<file path="src/rtl/xbar_pkg.sv">
// Shared constants for the self-routing 2x2 crossbar: destination and priority encodings.
package xbar_pkg;

  localparam logic DEST_OUT1 = 1'b0;
  localparam logic DEST_OUT2 = 1'b1;
  localparam logic PRI_IN1   = 1'b0;
  localparam logic PRI_IN2   = 1'b1;

  // Pointer index width for a power-of-two FIFO depth.
  function automatic int log2_depth(input int depth);
    int r;
    r = 0;
    for (int i = 0; i < 31; i++) begin
      if ((1 << i) < depth) r = i + 1;
    end
    return r;
  endfunction

endpackage

</file>
<file path="src/rtl/xbar_in_fifo.sv">
// Per-input circular FIFO holding {dest, data}; pointers carry one extra wrap bit.
module xbar_in_fifo
  import xbar_pkg::*;
#(
  parameter int W     = 5,
  parameter int DEPTH = 4
) (
  input  logic         clk,
  input  logic         rst,
  input  logic         push,
  input  logic [W-1:0] push_data,
  input  logic         pop,
  output logic         full,
  output logic         empty,
  output logic [W-1:0] head
);

  localparam int AW = log2_depth(DEPTH);

  logic [AW:0]  wr_ptr;
  logic [AW:0]  rd_ptr;
  logic [W-1:0] mem [DEPTH];

  assign full  = (wr_ptr[AW] != rd_ptr[AW]) && (wr_ptr[AW-1:0] == rd_ptr[AW-1:0]);
  assign empty = (wr_ptr == rd_ptr);
  assign head  = mem[rd_ptr[AW-1:0]];

  always_ff @(posedge clk) begin
    if (rst) begin
      wr_ptr <= '0;
      rd_ptr <= '0;
    end else begin
      if (push && !full) wr_ptr <= wr_ptr + 1'b1;
      if (pop && !empty) rd_ptr <= rd_ptr + 1'b1;
    end
  end

  // Storage needs no reset: the pointers alone define which entries are live.
  always_ff @(posedge clk) begin
    if (push && !full) mem[wr_ptr[AW-1:0]] <= push_data;
  end

endmodule

</file>
<file path="src/rtl/crossbar_2x2_scheduler.sv">
// Buffered self-routing 2x2 switch: two input FIFOs, round-robin conflict scheduler,
// and two registered output ports.
module crossbar_2x2_scheduler
  import xbar_pkg::*;
#(
  parameter int WIDTH = 4,
  parameter int DEPTH = 4
) (
  input  logic             clk,
  input  logic             rst,
  input  logic             in1_valid,
  input  logic [WIDTH-1:0] in1_data,
  input  logic             in1_dest,
  output logic             in1_ready,
  input  logic             in2_valid,
  input  logic [WIDTH-1:0] in2_data,
  input  logic             in2_dest,
  output logic             in2_ready,
  output logic             out1_valid,
  output logic [WIDTH-1:0] out1_data,
  input  logic             out1_ready,
  output logic             out2_valid,
  output logic [WIDTH-1:0] out2_data,
  input  logic             out2_ready
);

  localparam int FW = WIDTH + 1;

  logic          f1_full, f1_empty, f2_full, f2_empty;
  logic [FW-1:0] head1, head2;
  logic          pop1, pop2;
  logic          pri;

  logic load1, load2;
  logic can1, can2, conflict;
  logic grant1, grant2;
  logic sel1_valid, sel2_valid;
  logic [WIDTH-1:0] sel1_data, sel2_data;

  // Valid/ready: a word moves on a rising edge where valid & ready are both high.
  // Input ready never depends on input valid; output data holds until ready is sampled high.
  assign in1_ready = !rst && !f1_full;
  assign in2_ready = !rst && !f2_full;

  xbar_in_fifo #(.W(FW), .DEPTH(DEPTH)) u_fifo1 (
    .clk       (clk),
    .rst       (rst),
    .push      (in1_valid && in1_ready),
    .push_data ({in1_dest, in1_data}),
    .pop       (pop1),
    .full      (f1_full),
    .empty     (f1_empty),
    .head      (head1)
  );

  xbar_in_fifo #(.W(FW), .DEPTH(DEPTH)) u_fifo2 (
    .clk       (clk),
    .rst       (rst),
    .push      (in2_valid && in2_ready),
    .push_data ({in2_dest, in2_data}),
    .pop       (pop2),
    .full      (f2_full),
    .empty     (f2_empty),
    .head      (head2)
  );

  assign load1 = !out1_valid || out1_ready;
  assign load2 = !out2_valid || out2_ready;

  always_comb begin
    can1       = 1'b0;
    can2       = 1'b0;
    conflict   = 1'b0;
    grant1     = 1'b0;
    grant2     = 1'b0;
    sel1_valid = 1'b0;
    sel2_valid = 1'b0;
    sel1_data  = '0;
    sel2_data  = '0;

    can1 = !f1_empty && ((head1[WIDTH] == DEST_OUT1) ? load1 : load2);
    can2 = !f2_empty && ((head2[WIDTH] == DEST_OUT1) ? load1 : load2);
    // A conflict only exists when both heads could otherwise move into the same output.
    conflict = can1 && can2 && (head1[WIDTH] == head2[WIDTH]);
    grant1   = can1 && (!conflict || (pri == PRI_IN1));
    grant2   = can2 && (!conflict || (pri == PRI_IN2));

    if (grant1) begin
      if (head1[WIDTH] == DEST_OUT1) begin
        sel1_valid = 1'b1;
        sel1_data  = head1[WIDTH-1:0];
      end else begin
        sel2_valid = 1'b1;
        sel2_data  = head1[WIDTH-1:0];
      end
    end
    if (grant2) begin
      if (head2[WIDTH] == DEST_OUT1) begin
        sel1_valid = 1'b1;
        sel1_data  = head2[WIDTH-1:0];
      end else begin
        sel2_valid = 1'b1;
        sel2_data  = head2[WIDTH-1:0];
      end
    end
  end

  assign pop1 = grant1;
  assign pop2 = grant2;

  always_ff @(posedge clk) begin
    if (rst) begin
      out1_valid <= 1'b0;
      out1_data  <= '0;
      out2_valid <= 1'b0;
      out2_data  <= '0;
      pri        <= PRI_IN1;
    end else begin
      if (load1) begin
        out1_valid <= sel1_valid;
        if (sel1_valid) out1_data <= sel1_data;
      end
      if (load2) begin
        out2_valid <= sel2_valid;
        if (sel2_valid) out2_data <= sel2_data;
      end
      if (conflict) pri <= ~pri;
    end
  end

endmodule
</file>
<file path="config.mk">
export PLATFORM = sky130hd
export DESIGN_NAME = crossbar_2x2_scheduler
export DESIGN_NICKNAME = d
export VERILOG_FILES = /design/src/rtl/xbar_pkg.sv /design/src/rtl/xbar_in_fifo.sv /design/src/rtl/crossbar_2x2_scheduler.sv
export SDC_FILE = /design/constraint.sdc
export NUM_CORES = 1
export LEC_CHECK = 0
export ABC_CLOCK_PERIOD_IN_PS = 4200
export CORE_MARGIN = 1.5
export CORE_UTILIZATION = 50
export DETAILED_ROUTE_END_ITERATION = 7
export GPL_TIMING_DRIVEN = 1
export PLACE_DENSITY = 0.69
export SLEW_MARGIN = 0
export SYNTH_ARGS = -nofsm -noshare
export SYNTH_HDL_FRONTEND = slang
export SYNTH_SLANG_ARGS = --single-unit
</file>
<file path="constraint.sdc">
create_clock -name clk -period 4.2 [get_ports clk]
set_input_delay 0.63 -clock clk [delete_from_list [all_inputs] [get_ports clk]]
set_output_delay 0.63 -clock clk [all_outputs]
set_load 0.1 [all_outputs]
</file>
==> flow_summary.ini, run 1 <==
[timing]
rsz0062_at_grt = no
setup_viol = 0
fin_worst_skew_ps = 5.937
max_freq_ghz = 0.3829
fin_crit_ps = 2612
final_max_slew_viol_count = 0
whs_ps = 508.9
tns_ps = 0
tightest_slew_ps = 969.8
fin_ws_ps = 1588
relSlewSlack = 0.3514
hold_violations = 0
period_share = 0.6219

[critical_path]
cp_slowest_cell = clkdlybuf4s50_1
worstPathCellList = clkdlybuf4s50_1, buf_4, a31oi_1, buf_4
path_max_fanout = 23
slowest_delay_ps = 390
startpoint_type = input port
end_kind = output pin
cp.arrival_ps = 1980
crit_type = in2out
crit_required_ps = 3570
cpMostUsedCell = buf_4

[route]
routed_wirelength_um = 4819
wl_met3_um = 174
drc = 0
route.antenna.remaining_nets = 0
wl_met2_um = 2299
drt-pass1-iter-count = 4
avgRoutedWirePerCell_um = 15.55
num_vias = 1675
top_layer = met4
met1_length_um = 2282
drt_iter0_markers = 72
avgViaCountPerCell = 5.403

[clock_network]
cts.clk_slew.worst_paths_ps = 60
hold_buffers = 0
clk_root_buffer_cell = clkbuf_8
cts_max_level = 3
clkLatencyLatePin_ps = 330
cts_resized = 0
post-cts-setup-buffer-count = 0
numCtsBuffers = 9
clockBufferDepth = 2
tritoncts = built
cts_num_sinks = 67

[synth]
syn-instance-count = 198
syn_area_sq_mm = 0.002831
synth_top_family_by_area = multiplexers
syn_avg_cell_area_sq_um = 14.30
synth-simple-area-share = 0.09236
synth_compound_area_frac = 0.08705
synth_nets = 224
synth_fa_ha_area_frac = 0.04419
synth-seq-area-share = 0.6151
ys_types = 38
ys_warn_count = 0
synth_xor_xnor_area_share = 0.04331
ys_ff_latch = 67
synthMuxAreaShare = 0.1008

[floorplan]
io_pins = 28
core.rowCount = 27
die_area_sq_mm = 0.006123
initial_core_util = 0.5174
die_h_um = 78.25
die_w_um = 78.25
core-area_sq_mm = 0.005473

[outcome]
status = finished, final reports clean

[job]
maxCapViolCount = 0

[pwr]
finalPower_uw = 2232
p_leak_uw = 0.001233
p_per_area_mw_per_mm2 = 661.0
vdd_drop_max_mv = 0.3538

[global_routing]
grt_pass1_vias = 1602
grt_pass1_wl_um = 8045
grt_overflow = 0
antenna_found_initial = 0
grt_max_degree = 24
grt_util_all_layers = 0.1802

[placement]
dpl.hpwl_um = 3550
dp.cells = 294
place.gp.congestion = 0.8253
port-buffer-count = 27
dp_worst_setup_slack_ps = 1584

[layout]
drive_gt1_frac = 0.1471
nets = 259
fillers = 459
final_cells = 310
syn_to_final_growth_pct = 19.22
n_antenna_cell = 0

[min_path]
hp-class = reg2reg
[sequential cells by signal, indices dropped and copies added, names as in the netlist, named ones only]
signal and cells:
out1_data 4, out1_valid 1, u_fifo2.rd_ptr 3, u_fifo2.mem 20
out2_valid 1, u_fifo1.rd_ptr 3, pri 1, u_fifo1.mem 20
u_fifo1.wr_ptr 3, out2_data 4, u_fifo2.wr_ptr 3
[placed cells by master (no fill, tap or decap), drive strengths merged, types with 2 or more instances in the layout]
cell type      instances
edfxtp                40
nor2                  27
dfxtp                 27
clkdlybuf4s50         25
xnor2                 10
mux4                  10
ha                    10
and3                  10
clkbuf                10
a21oi                  7
inv                    6
mux2i                  6
xor2                   4
nand2                  4
o221ai                 4
a211oi                 4
o211ai                 4
and2                   3
buf                    3
clkinv                 3
o21a                   2
o31ai                  2
bufinv                 2
or2                    2
[routing by layer]
layer	vias up	track usage
li1	816	-
met3	8	0.06395
met5	-	0
met2	38	0.2626
met1	813	0.2502
met4	0	0.06429
[worst max-delay path: cells and delay by family]
kind / cells / cell delay [ps]
buf+inv: 3 / 970
compound gates: 1 / 360
[synthesized netlist by cell type, drive strengths merged]
| library cell | instances | share of area |
|---|---|---|
| or2 | 2 | 0.0053 |
| and2 | 3 | 0.0066 |
| nor3 | 1 | 0.0035 |
| nor2b | 1 | 0.0022 |
| nor2 | 27 | 0.036 |
| o22a | 1 | 0.0031 |
| nand2b | 1 | 0.0022 |
| a31oi | 1 | 0.0022 |
| and3b | 1 | 0.0031 |
| a31o | 1 | 0.0031 |
| xnor2 | 10 | 0.031 |
| o21ai | 1 | 0.0018 |
| mux4 | 10 | 0.080 |
| ha | 10 | 0.044 |
| inv | 6 | 0.0080 |
| o21a | 2 | 0.0053 |
| buf | 2 | 0.0066 |
| a311oi | 1 | 0.0093 |
| o211ai | 4 | 0.019 |
| xor2 | 4 | 0.012 |
| edfxtp | 40 | 0.42 |
| nand3 | 1 | 0.0018 |
| and3 | 10 | 0.024 |
| a211oi | 4 | 0.011 |
| nand2 | 4 | 0.0053 |
| clkbuf | 2 | 0.0027 |
| o31ai | 2 | 0.0053 |
| mux2i | 6 | 0.021 |
| nand3b | 1 | 0.0027 |
| a22oi | 1 | 0.0027 |
| o221ai | 4 | 0.012 |
| dfxtp | 27 | 0.19 |
| a21oi | 7 | 0.012 |
[worst paths after layout]
kind,start,to,slack [ps],depth (start not counted)
setup / recovery,rst,in1_ready,1590,4
hold / removal,out2_data[1]$_SDFFE_PP0P_,out2_data[1]$_SDFFE_PP0P_,510,2
hold reg to reg,out2_data[1]$_SDFFE_PP0P_,out2_data[1]$_SDFFE_PP0P_,510,2
setup reg to reg,flip-flop,u_fifo1.rd_ptr[2]$_SDFFE_PP0P_,1740,6
[power breakdown]
| group | total (uW) | leakage, uW | switching, uW | internal [uW] |
|---|---|---|---|---|
| Sequential | 853 | 0.000585 | 78.4 | 775 |
| Combinational | 827 | 0.000547 | 534 | 293 |
| Clock | 552 | 0.000101 | 222 | 329 |
| Total | 2230 | 0.00123 | 835 | 1400 |
[cell type report]
| type | count | area [sq um] | share of cell area |
|---|---|---|---|
| clock buffers | 10 | 127.6 | 0.03781 |
| clock inverters | 6 | 80.08 | 0.02372 |
| inverters | 6 | 22.52 | 0.006672 |
| multi-input cells | 121 | 1041 | 0.3084 |
| flip-flops and latches | 67 | 1742 | 0.5159 |
| well taps | 72 | 90.09 | 0.02669 |
| repair buffers | 28 | 272.8 | 0.08080 |
[cell families after synthesis]
group,count (synthesis)
flip-flops,67
AND/OR/NAND/NOR,52
AO/OA/AOI/OAI,29
multiplexers,16
buffers and inverters,10
adder cells (fa/ha/maj),10
XOR/XNOR,14
[per-stage QoR]
stage,utilization,cell area [sq um]
after floorplan,-,2831
after global placement,0.5789,3168
after detailed placement,0.5789,3168
after CTS,0.6168,3376
after global routing,0.6168,3376
final,0.6168,3376
(Power assumes the default switching activity.)
==> run 2: changes to the inputs <==
--- a/config.mk
+++ b/config.mk
@@ -5,7 +5,7 @@
 export SDC_FILE = /design/constraint.sdc
 export NUM_CORES = 1
 export LEC_CHECK = 0
-export ABC_CLOCK_PERIOD_IN_PS = 4200
+export ABC_CLOCK_PERIOD_IN_PS = 2600
 export CORE_MARGIN = 1.5
 export CORE_UTILIZATION = 50
 export DETAILED_ROUTE_END_ITERATION = 7
==> constraint.sdc (replaced) <==
create_clock -name clk -period 2.6 [get_ports clk]
set_input_delay 0.39 -clock clk [delete_from_list [all_inputs] [get_ports clk]]
set_output_delay 0.39 -clock clk [all_outputs]
set_load 0.1 [all_outputs]
==> flow_summary.ini, run 2 (synthesis results as in run 1) <==
[global_routing]
grt_most_used_layer = met2
grt_pass1_wl_um = 8293
grt_max_degree = 12
grt_use_met2 = 0.2948
grt_overflow = 0
grt_util_all_layers = 0.1827
use_met1 = 0.2312
grt_pass1_vias = 1711
use_met3 = 0.05698
antenna_found_initial = 0

[floorplan]
io_pins = 28
core-area_sq_mm = 0.005473
die_area_sq_mm = 0.006123
initial_core_util = 0.5174
die_h_um = 78.25
core.rowCount = 27
die_w_um = 78.25

[layout]
layout_commonest_cell = edfxtp_1
multi_input_area_sq_mm = 0.001047
final_cells = 312
layout_common_cells = edfxtp_1, nor2_1, dfxtp_1, clkdlybuf4s50_1, buf_4
n_antenna_cell = 0
fillers = 442
syn_to_final_growth_pct = 20.99
drive_gt1_frac = 0.2125
nets = 262
seq_area_sq_mm = 0.001742

[timing]
relSlewSlack = 0.6750
final_max_slew_viol_count = 0
fin_crit_ps = 2286
tightest_slew_ps = 485.7
fin_worst_skew_ps = 5.234
period_share = 0.8792
hold_violations = 0
rsz0062_at_grt = no
tns_ps = 0
max_freq_ghz = 0.4375
setup_viol = 0

[clock_network]
cts.clk_slew.worst_paths_ps = 70
clockBufferDepth = 2
cts_resized = 0
numCtsBuffers = 9
tritoncts = built
clkLatencyLatePin_ps = 340
cts_max_level = 3
post-cts-setup-buffer-count = 0
hold_buffers = 0
cts_num_sinks = 67
clk_root_buffer_cell = clkbuf_8

[critical_path]
cp.arrival_ps = 2520
crit_required_ps = 2840
cp_slowest_cell = mux4_2
slowest_delay_ps = 600
worstPathCellList = mux4_2, and3_4, or2_4, a311oi_4, a21oi_1, a31o_2
path_max_fanout = 6
crit_type = reg2reg
rr_worst_depth = 6
end_kind = flip-flop
startpoint_type = flip-flop

[outcome]
status = finished, final reports clean

[placement]
port-buffer-count = 27
dpl.hpwl_um = 3680
place.gp.congestion = 0.7415
dp.cells = 297

[job]
maxCapViolCount = 0

[pwr]
p_leak_uw = 0.001292
vdd_drop_max_mv = 0.6784
p_per_area_mw_per_mm2 = 1091

[min_path]
whs_path_depth = 2
hp-class = reg2reg

[route]
drt-pass1-iter-count = 4
drc = 0
avgViaCountPerCell = 5.468
route.antenna.remaining_nets = 0
routed_wirelength_um = 5002
drt_iter0_markers = 63
num_vias = 1706
avgRoutedWirePerCell_um = 16.03
## run 2: changes by cell type in the layout (fill, tap and decap cells not counted), moves of 2 or more
cell             before  now
buf_12                0    2
buf_4                 3   14
clkdlybuf4s50_1      25   15
clkinv_1              2    0
clkinv_2              1    3
## run 2: per-layer routing
| layer | routed length [um] | vias up |
|---|---|---|
| li1 | - | 814 |
| met1 | 2295 | 852 |
| met2 | 2415 | 31 |
| met3 | 211 | 9 |
| met4 | 80 | 0 |
| met5 | 0 | - |
## run 2: cell type report
class | instances | area share
sequential | 67 | 0.5084
multi-input combinational | 121 | 0.3057
timing repair buffer | 31 | 0.08619
clock buffer | 9 | 0.03616
clock inverter | 6 | 0.03068
tap | 72 | 0.02630
inverter | 6 | 0.006574
## run 2: metrics by stage
stage / power [uW] / setup slack, ps / hold WS [ps] / cell area (sq um) / utilization
after floorplan: 2464 / 162.3 / 488.9 / 2838 / -
after global placement: 2727 / 303.5 / 492.0 / 3197 / 0.5841
after detailed placement: 2758 / 290.0 / 498.2 / 3197 / 0.5841
after CTS: 3759 / 326.9 / 507.9 / 3426 / 0.6260
after global routing: 3912 / 249.1 / 542.4 / 3426 / 0.6260
final: 3738 / 314.1 / 517.5 / 3426 / 0.6260
## run 2: where the power goes
| group | internal (uW) | leakage, uW | switching (uW) |
|---|---|---|---|
| Combinational | 476 | 0.000588 | 900 |
| Clock | 626 | 0.000119 | 378 |
| Sequential | 1250 | 0.000585 | 106 |
| Total | 2350 | 0.00129 | 1380 |
## run 2: worst max-delay path: cells and delay by family (launching register included)
kind / cells / cell delay (ps)
multiplexers: 1 / 600
AO/OA/AOI/OAI: 3 / 740
flip-flops: 1 / 370
AND/OR/NAND/NOR: 2 / 480
## run 2: final timing paths
kind	from	end	slack (ps)
worst max-delay path	flip-flop	u_fifo1.rd_ptr[2]$_SDFFE_PP0P_	310
worst min-delay path	out2_data[0]$_SDFFE_PP0P_	out2_data[0]$_SDFFE_PP0P_	520
worst max register to register	flip-flop	u_fifo1.rd_ptr[2]$_SDFFE_PP0P_	310
worst min register to register	out2_data[0]$_SDFFE_PP0P_	out2_data[0]$_SDFFE_PP0P_	520
